===== config.mk =====
export PLATFORM = sky130hd
export DESIGN_NAME = shared_unit_arbiter_32_flat
export DESIGN_NICKNAME = d
export VERILOG_FILES = /design/src/rtl/shared_unit_arbiter_32_if.sv /design/src/rtl/shared_unit_arbiter_32.sv /design/src/flat_wrapper.sv
export SDC_FILE = /design/constraint.sdc
export NUM_CORES = 1
export LEC_CHECK = 0
export BUFFER_PORTS_ARGS = -buffer_cell sky130_fd_sc_hd__buf_2
export CAP_MARGIN = 30
export CELL_PAD_IN_SITES_DETAIL_PLACEMENT = 1
export CELL_PAD_IN_SITES_GLOBAL_PLACEMENT = 1
export CORE_AREA = 5 5 111 113
export CTS_BUF_LIST = sky130_fd_sc_hd__clkbuf_16
export DETAILED_ROUTE_END_ITERATION = 10
export DIE_AREA = 0 0 116 118
export GPL_ROUTABILITY_DRIVEN = 0
export MAX_ROUTING_LAYER = met4
export PLACE_DENSITY = 0.76
export SLEW_MARGIN = 15
export SYNTH_ARGS = -nofsm -noshare
export SYNTH_HDL_FRONTEND = slang
export SYNTH_SLANG_ARGS = --single-unit

===== constraint.sdc =====
create_clock -name clk -period 1.8 [get_ports clk]
set_input_delay 0.27 -clock clk [delete_from_list [all_inputs] [get_ports clk]]
set_output_delay 0.27 -clock clk [all_outputs]
set_load 0.005 [all_outputs]

===== src/rtl/shared_unit_arbiter_32_if.sv =====
// Requester-side bus of the shared unit arbiter.
// Two requesters share one request/response bus. Each requester owns one bit
// of every 2-bit vector; operands and the shared result are WIDTH bits.
//   req_valid  : per-requester operation request
//   req_x0/x1  : operand of requester 0 / 1
//   req_ready  : one-hot accept pulse from the arbiter
//   resp_valid : one-hot response valid to the granted requester
//   resp_ready : per-requester response acceptance
//   resp_out   : result of the granted operation, shared by both requesters
// master = requester side, slave = arbiter side.
interface shared_unit_arbiter_32_if #(
  parameter int WIDTH = 32
);
  logic [1:0]       req_valid;
  logic [WIDTH-1:0] req_x0;
  logic [WIDTH-1:0] req_x1;
  logic [1:0]       req_ready;
  logic [1:0]       resp_valid;
  logic [1:0]       resp_ready;
  logic [WIDTH-1:0] resp_out;

  modport master (
    output req_valid,
    output req_x0,
    output req_x1,
    output resp_ready,
    input  req_ready,
    input  resp_valid,
    input  resp_out
  );

  modport slave (
    input  req_valid,
    input  req_x0,
    input  req_x1,
    input  resp_ready,
    output req_ready,
    output resp_valid,
    output resp_out
  );
endinterface


===== src/rtl/shared_unit_arbiter_32.sv =====
// Round-robin arbiter that time-shares one fixed-latency datapath unit
// between two requesters, with one operation in flight at most.
//
// Ports:
//   clk       : single clock, rising edge
//   rst       : synchronous active-high reset
//   bus       : requester bus (slave modport), see shared_unit_arbiter_32_if
//   unit_x    : operand to the shared unit
//   unit_en   : one-cycle issue strobe to the shared unit
//   unit_out  : result from the shared unit, valid LATENCY edges after issue
//   busy      : high whenever the FSM is not IDLE
//   grant     : requester owning the current or last operation
//
// state | meaning
// ------+--------------------------------------------------------------
// IDLE  | waiting for a request; accepts the arbitration winner
// ISSUE | unit_en pulse with the latched operand, wait counter loaded
// WAIT  | counting down the unit latency, captures unit_out at zero
// RESP  | response presented to the granted requester until accepted
module shared_unit_arbiter_32 #(
  parameter int WIDTH   = 32,
  parameter int LATENCY = 2
) (
  input  logic                     clk,
  input  logic                     rst,
  shared_unit_arbiter_32_if.slave  bus,
  output logic [WIDTH-1:0]         unit_x,
  output logic                     unit_en,
  input  logic [WIDTH-1:0]         unit_out,
  output logic                     busy,
  output logic                     grant
);

  typedef enum logic [1:0] {
    IDLE  = 2'd0,
    ISSUE = 2'd1,
    WAIT  = 2'd2,
    RESP  = 2'd3
  } state_t;

  localparam logic [3:0] CNT_LOAD = 4'(LATENCY - 1);

  state_t           state_q, state_d;
  logic             grant_q, grant_d;
  logic             last_grant_q, last_grant_d;
  logic [WIDTH-1:0] op_reg_q, op_reg_d;
  logic [WIDTH-1:0] result_q, result_d;
  logic [3:0]       cnt_q, cnt_d;

  logic             winner;
  logic [1:0]       req_ready_c;
  logic [1:0]       resp_valid_c;
  logic             unit_en_c;

  // Lone request wins outright; on a tie the requester that was not served
  // last goes first. last_grant resets to 1 so requester 0 wins the first tie.
  always_comb begin
    winner = bus.req_valid[1];
    if (bus.req_valid == 2'b11) begin
      winner = ~last_grant_q;
    end
  end

  always_comb begin
    state_d      = state_q;
    grant_d      = grant_q;
    last_grant_d = last_grant_q;
    op_reg_d     = op_reg_q;
    result_d     = result_q;
    cnt_d        = cnt_q;
    req_ready_c  = 2'b00;
    resp_valid_c = 2'b00;
    unit_en_c    = 1'b0;

    case (state_q)
      IDLE: begin
        if (|bus.req_valid) begin
          req_ready_c[winner] = 1'b1;
          grant_d             = winner;
          op_reg_d            = winner ? bus.req_x1 : bus.req_x0;
          state_d             = ISSUE;
        end
      end

      ISSUE: begin
        unit_en_c = 1'b1;
        cnt_d     = CNT_LOAD;
        state_d   = WAIT;
      end

      WAIT: begin
        if (cnt_q != 4'd0) begin
          cnt_d = cnt_q - 4'd1;
        end else begin
          result_d = unit_out;
          state_d  = RESP;
        end
      end

      RESP: begin
        resp_valid_c[grant_q] = 1'b1;
        // Only the granted requester's acceptance matters here.
        if (bus.resp_ready[grant_q]) begin
          last_grant_d = grant_q;
          state_d      = IDLE;
        end
      end

      default: begin
        state_d = IDLE;
      end
    endcase

    // The accept pulse must not be seen while reset is pending, since the
    // request would not actually be consumed on that edge.
    if (rst) begin
      req_ready_c = 2'b00;
    end
  end

  always_ff @(posedge clk) begin
    if (rst) begin
      state_q      <= IDLE;
      grant_q      <= 1'b0;
      last_grant_q <= 1'b1;
      op_reg_q     <= '0;
      result_q     <= '0;
      cnt_q        <= 4'd0;
    end else begin
      state_q      <= state_d;
      grant_q      <= grant_d;
      last_grant_q <= last_grant_d;
      op_reg_q     <= op_reg_d;
      result_q     <= result_d;
      cnt_q        <= cnt_d;
    end
  end

  // op_reg keeps the operand after issue, so unit_x stays stable until the
  // next grant replaces it.
  assign unit_x         = op_reg_q;
  assign unit_en        = unit_en_c;
  assign busy           = (state_q != IDLE);
  assign grant          = grant_q;
  assign bus.req_ready  = req_ready_c;
  assign bus.resp_valid = resp_valid_c;
  assign bus.resp_out   = result_q;

endmodule


===== src/flat_wrapper.sv =====
// flat-port wrapper written by rule: the top's interface ports become plain ports
module shared_unit_arbiter_32_flat 
#(
  parameter int WIDTH   = 32,
  parameter int LATENCY = 2
)
  (clk, rst, unit_x, unit_en, unit_out, busy, grant, bus_req_valid, bus_req_x0, bus_req_x1, bus_resp_ready, bus_req_ready, bus_resp_valid, bus_resp_out);
  shared_unit_arbiter_32_if #(.WIDTH(WIDTH)) bus_i ();
  input  logic clk;
  input  logic rst;
  output logic [WIDTH-1:0] unit_x;
  output logic unit_en;
  input  logic [WIDTH-1:0] unit_out;
  output logic busy;
  output logic grant;
  input wire logic [$bits(bus_i.req_valid)-1:0] bus_req_valid;
  input wire logic [$bits(bus_i.req_x0)-1:0] bus_req_x0;
  input wire logic [$bits(bus_i.req_x1)-1:0] bus_req_x1;
  input wire logic [$bits(bus_i.resp_ready)-1:0] bus_resp_ready;
  output wire logic [$bits(bus_i.req_ready)-1:0] bus_req_ready;
  output wire logic [$bits(bus_i.resp_valid)-1:0] bus_resp_valid;
  output wire logic [$bits(bus_i.resp_out)-1:0] bus_resp_out;
  assign bus_i.req_valid = bus_req_valid;
  assign bus_i.req_x0 = bus_req_x0;
  assign bus_i.req_x1 = bus_req_x1;
  assign bus_i.resp_ready = bus_resp_ready;
  assign bus_req_ready = bus_i.req_ready;
  assign bus_resp_valid = bus_i.resp_valid;
  assign bus_resp_out = bus_i.resp_out;
  shared_unit_arbiter_32 #(.WIDTH(WIDTH), .LATENCY(LATENCY)) u_core (.clk(clk), .rst(rst), .bus(bus_i), .unit_x(unit_x), .unit_en(unit_en), .unit_out(unit_out), .busy(busy), .grant(grant));
endmodule

Word level (Yosys, flattened, before mapping)
Index checks and enable logic that the tools add are counted.
{"block": "classes", "add_sub_neg": 1, "n_lt_le_gt_ge": 4, "eq_ne": 8, "muxes": 19, "n_bitwise": 2, "n_reduce_logical": 12}
{"cell": "2-to-1 mux 32 bit", "n": 1}
{"cell": "2-to-1 mux 2 bit", "n": 7}
{"cell": "case mux 2 bit (4 select lines)", "n": 1}
{"cell": "case mux 4 bit (2 select lines)", "n": 1}
{"cell": "AND reduction 2 bit", "n": 4}
{"cell": "== test 2 bit (second input constant)", "n": 3}
{"cell": "2-to-1 mux 1 bit", "n": 6}
{"cell": "inequality test 2 x 1 -> 1 bit (second input constant)", "n": 3}
{"cell": "< comparator 1 x 2 -> 1 bit (second input constant)", "n": 2}
{"cell": "2-to-1 mux 4 bit", "n": 1}
{"cell": "nonzero test 2 bit", "n": 2}
{"cell": "nonzero test 4 bit", "n": 1}
{"cell": "subtractor 4 x 1 -> 4 bit (second input constant)", "n": 1}
{"cell": "AND reduction 3 bit", "n": 1}
{"cell": "demux 1 bit (select 1 bit)", "n": 2}
{"cell": "== test 2 x 1 -> 1 bit (second input constant)", "n": 1}
{"cell": "greater-or-equal comparator 1 bit (second input constant)", "n": 2}
{"cell": "logical AND 1 bit", "n": 2}
{"cell": "zero test 2 bit", "n": 1}
{"cell": "inequality test 2 bit (second input constant)", "n": 1}
{"cell": "NOT 1 bit", "n": 2}
{"cell": "OR reduction 2 bit", "n": 1}
{"block": "totals", "reg_bits": 72, "inputBits": 102, "out_inout_bits": 71, "elab_cells": 52}

Logic depth before layout (Yosys ltp)
{"block": "depth", "depth_word": 9, "ltp_mapped": 7, "mapped_depth_nobuf": 5}

Worst setup path before layout
Ideal clock, no wire load.
{"block": "synth_path", "kind": "register -> register", "start": "reg u_core.state_q[0]", "end": "reg u_core.op_reg_q[1], in the netlist u_core.unit_x[1]", "setup_ns": 0.122, "t_arrival_ns": 1.595, "required_time_ns": 1.678, "path_slack_ns": 0.084, "stages_incl_launch_ff": 8, "n_path_buf": 2, "synth_period_minus_slack_ns": 1.716, "cell_sequence": "dfxtp_1 inv_1 ha_1 and2_1 clkbuf_1 and3b_1 buf_2 a221o_1"}
{"block": "synth_via", "elab_chain_len": 2}
{"element": "start, declared", "line_no": "shared_unit_arbiter_32.sv:43", "source": "state_t state_q, state_d;"}
{"element": "start signal, assigned", "line_no": "shared_unit_arbiter_32.sv:130", "source": "state_q <= state_d;"}
{"element": "zero test 2 bit", "line_no": "shared_unit_arbiter_32.sv:75", "source": "case (state_q)"}
{"element": "AND reduction 2 bit (no source line)"}
{"element": "end signal, assigned", "line_no": "shared_unit_arbiter_32.sv:133", "source": "op_reg_q <= op_reg_d;"}
{"element": "end, declared", "line_no": "shared_unit_arbiter_32.sv:46", "source": "logic [WIDTH-1:0] op_reg_q, op_reg_d;"}
Every way passes these cells.
A chain may end at the register's enable or synchronous reset.

Final worst setup path
{"block": "layout_path", "start": "reg u_core.cnt_q[0]", "end": "reg u_core.cnt_q[3]"}
{"block": "layout_via", "elab_chain_len": 3, "word_cells_on_any_way": 6, "cone_classes": "1 x add/sub; 1 x eq/ne; 2 x mux; 2 x reduce/logical"}
{"element": "start, declared", "line_no": "shared_unit_arbiter_32.sv:48", "source": "logic [3:0] cnt_q, cnt_d;"}
{"element": "start signal, assigned", "line_no": "shared_unit_arbiter_32.sv:135", "source": "cnt_q <= cnt_d;"}
{"element": "subtractor 4 x 1 -> 4 bit / nonzero test 4 bit (equally long branches)", "line_no": "shared_unit_arbiter_32.sv:93, shared_unit_arbiter_32.sv:92"}
{"element": "2-to-1 mux 4 bit / inequality test 2 x 1 -> 1 bit (equally long branches)"}
{"element": "case mux 4 bit (2 select lines) / AND reduction 2 bit (equally long branches)"}
Parallel ways exist; a longest one is shown, timed or not. The select of a mux whose other input is x is not followed.

==> results.md <==
- Row Count: 39
- Max Cap Viol: 0
- Routed len/inst: 15.2 um
- DR vias: 3203
- Final WL: 10.3 mm
- Fin. Hold Viols: 0
- XOR/XNOR Fraction of Synth Area: 0
- Grt met3 use: 0.0308
- Max Fanout on Critical Path: 5
- Seq/Total Area, Yosys: 0.485
- Compound-gate portion of the synthesized area: 0.206
- Clock buffer depth: 2
- Final Slew Violations: 0
- Asr flop ratio synth: 0
- Post-route DRC: 0
- Req. time, crit path: 2030 ps
- Peak-usage layer in the global routing report: met2
- Synth cell types: 37
- Synth Area in Adders: 0.0253
- Mapped Cells: 355
- Total power draw: 0.00649 W
- Post-DRT Antenna Nets: 0
- Minimum clock period: 1710 ps
- Grt ovf: 0
- Post-synthesis mux area share: 0.0101
- Initial Utilization: 0.265
- Worst-Skew Late Latency: 330 ps
- Synth area leader: dfxtp_1
- Yosys top cell area share: 0.485
- Fmax: 586 MHz
- Worst Setup End Kind: flop
- Post-synth top cells: nand2_1, dfxtp_1, a21oi_1
- Final Setup Violations: 0
- Mapped Area: 2970 um2
- Skew final: 5.71 ps
- Slew Limit Headroom: 0.589
- Clk slew on worst S/H paths: 60 ps
- Crit-path slowest cell: or4b_1
- Tightest Pin Transition: 612 ps
- GR Util met1: 0.173
- Number of synthesized flops with an enable pin: 0
- Synth top area cells: dfxtp_1, nand2_1, a21oi_1
- Run status: completed
- DIE AREA: 13700 um2
- Num CTS Buffers: 9
- Diode count: 0
- Post-synth top flop: dfxtp_1
- DRT Pass-1 Iters: 5
- Max stage delay on crit path: 430 ps
- Drt initial violations: 152
- Fillers: 1401
- LEAKAGE: 2.05 nW
- R2R Setup Slk: 90 ps
- DIE WIDTH: 116 um
- Critical Path AT: 1930 ps
- First-pass GRT wire length: 16.2 mm
- Crit-path cells: inv_2 -> ha_4 -> or3b_4 -> buf_4 -> or4b_1 -> a211oi_1
- Hold buffers post-CTS: 0
- CTS Sinks: 72
- Worst VDD drop: 0.000536 V
- GR Util All Layers: 0.150
- Number of global-route vias before repair: 3413
- Simple-gate portion of the synthesized area: 0.225
- Hold WS: 155 ps
- P&R area growth vs syn: 47.9%
- Placed Area: 4020 um2
- Seq cells post-synth: 72
- H-tree levels: 3
- CTS root buffer: clkbuf_16
- Crit path kind: reg2reg
- Ys Warns: 0
- Die H: 118 um
- Syn_nets: 463
- Count of input and output buffers: 172
- Share of layout cells above drive strength 1: 0.422
- RSZ-0062 raised after global routing: no
- I/O Pins: 173
- Min-delay worst type: in2reg
- Pwr/cell area: 1480 nW/um2
- GR Util met2: 0.258
- Drt via density: 4.75
- Hpwl dp: 7.79 mm
- Top-count cell post-synth: nand2_1
- Largest net degree at the start of global routing: 33
- Synthesized area per cell: 8.37 um2
- Largest family of logic cells by synthesized area: simple AND/OR/NAND/NOR gates
- NumNets Final: 634
- CTS tree: done
- Initial antenna violation count: 0
- Period utilization: 0.948
- Core area: 11200 um2
- Fin area: 4400 um2
- Startpoint type of the worst setup path: flop
-- registers in the layout (all words and copies together) (netlist names) --
| name | count |
|---|---|
| u_core.unit_x | 32 |
| u_core.grant | 1 |
| u_core.cnt_q | 4 |
| u_core.last_grant_q | 1 |
| u_core.state_q | 2 |
| u_core.bus.resp_out | 32 |
-- critical path, delay by kind of cell (launching register included) --
kind	cells	cell delay, ps
flip-flops	1	350
AND/OR/NAND/NOR	2	680
AO/OA/AOI/OAI	1	280
adder cells (fa/ha/maj)	1	150
buffers and inverters	2	160
-- where the power goes --
group          total [W]  internal [W]  leakage (nW)  switching (W)
Clock            0.00173       0.00106         0.145       0.000673
Combinational    0.00251       0.00117          1.32        0.00134
Sequential       0.00226       0.00201         0.590       0.000242
-- kinds of logic after synthesis --
logic type               count (synthesis)
buffers and inverters                   37
flip-flops                              72
AND/OR/NAND/NOR                        149
multiplexers                             3
AO/OA/AOI/OAI                           88
adder cells (fa/ha/maj)                  6
-- repair_timing --
action,in CTS,in global routing
setup endpoints to repair,22,17
setup buffers,3,2
gates cloned,0,0
resized for setup,8,9
pin swaps,1,3
-- per-layer routing --
metal,share of wire,vias up
met4,0.011,0
met5,0,-
li1,-,1581
met2,0.52,94
met3,0.058,8
met1,0.42,1520
-- worst paths after layout --
kind                                 from                 endpoint  cells after the start
hold reg to reg   u_core.bus.resp_out[24]  u_core.bus.resp_out[24]                      2
hold / removal             bus_req_x0[22]        u_core.unit_x[22]                      2
setup / recovery          u_core.cnt_q[0]          u_core.cnt_q[3]                      6
setup reg to reg          u_core.cnt_q[0]          u_core.cnt_q[3]                      6
-- cell usage in the layout (no fill, tap or decap), types with 2 or more instances in the layout --
master / instances
buf_2: 172
nand2_1: 98
dfxtp_1: 69
a21oi_1: 42
nor2_1: 18
a311oi_1: 17
buf_4: 15
nor3b_1: 9
a221o_1: 9
clkbuf_16: 9
a32oi_1: 7
nand3_1: 6
clkinv_2: 5
inv_2: 4
nand2b_1: 4
ha_1: 4
mux2i_1: 3
dfxtp_2: 3
inv_1: 2
and2_1: 2
nor2b_1: 2
o21bai_1: 2
nand3b_1: 2
a211oi_1: 2
buf_12: 2
buf_6: 2
-- per-stage QoR --
stage / util / setup TNS (ps) / setup slack [ps] / cells
after global placement: 0.359 / 0 / 95.5 / 653
after global routing: 0.392 / 0 / 0.658 / 674
after CTS: 0.388 / 0 / 0.0366 / 672
final: 0.392 / 0 / 93.5 / 674
after floorplan: - / 0 / 83.7 / 355
after detailed placement: 0.359 / -257 / -55.6 / 653
-- layout make-up --
class                      instances  area [um2]  share of cell area
sequential                        72        1450               0.329
timing repair buffer             191        1040               0.236
tap                              143         179              0.0407
multi-input combinational        246        1430               0.324
inverter                           6        22.5             0.00512
clock buffer                       9         225              0.0512
clock inverter                     7        62.6              0.0142
Power figures use the tool's default switching activity.
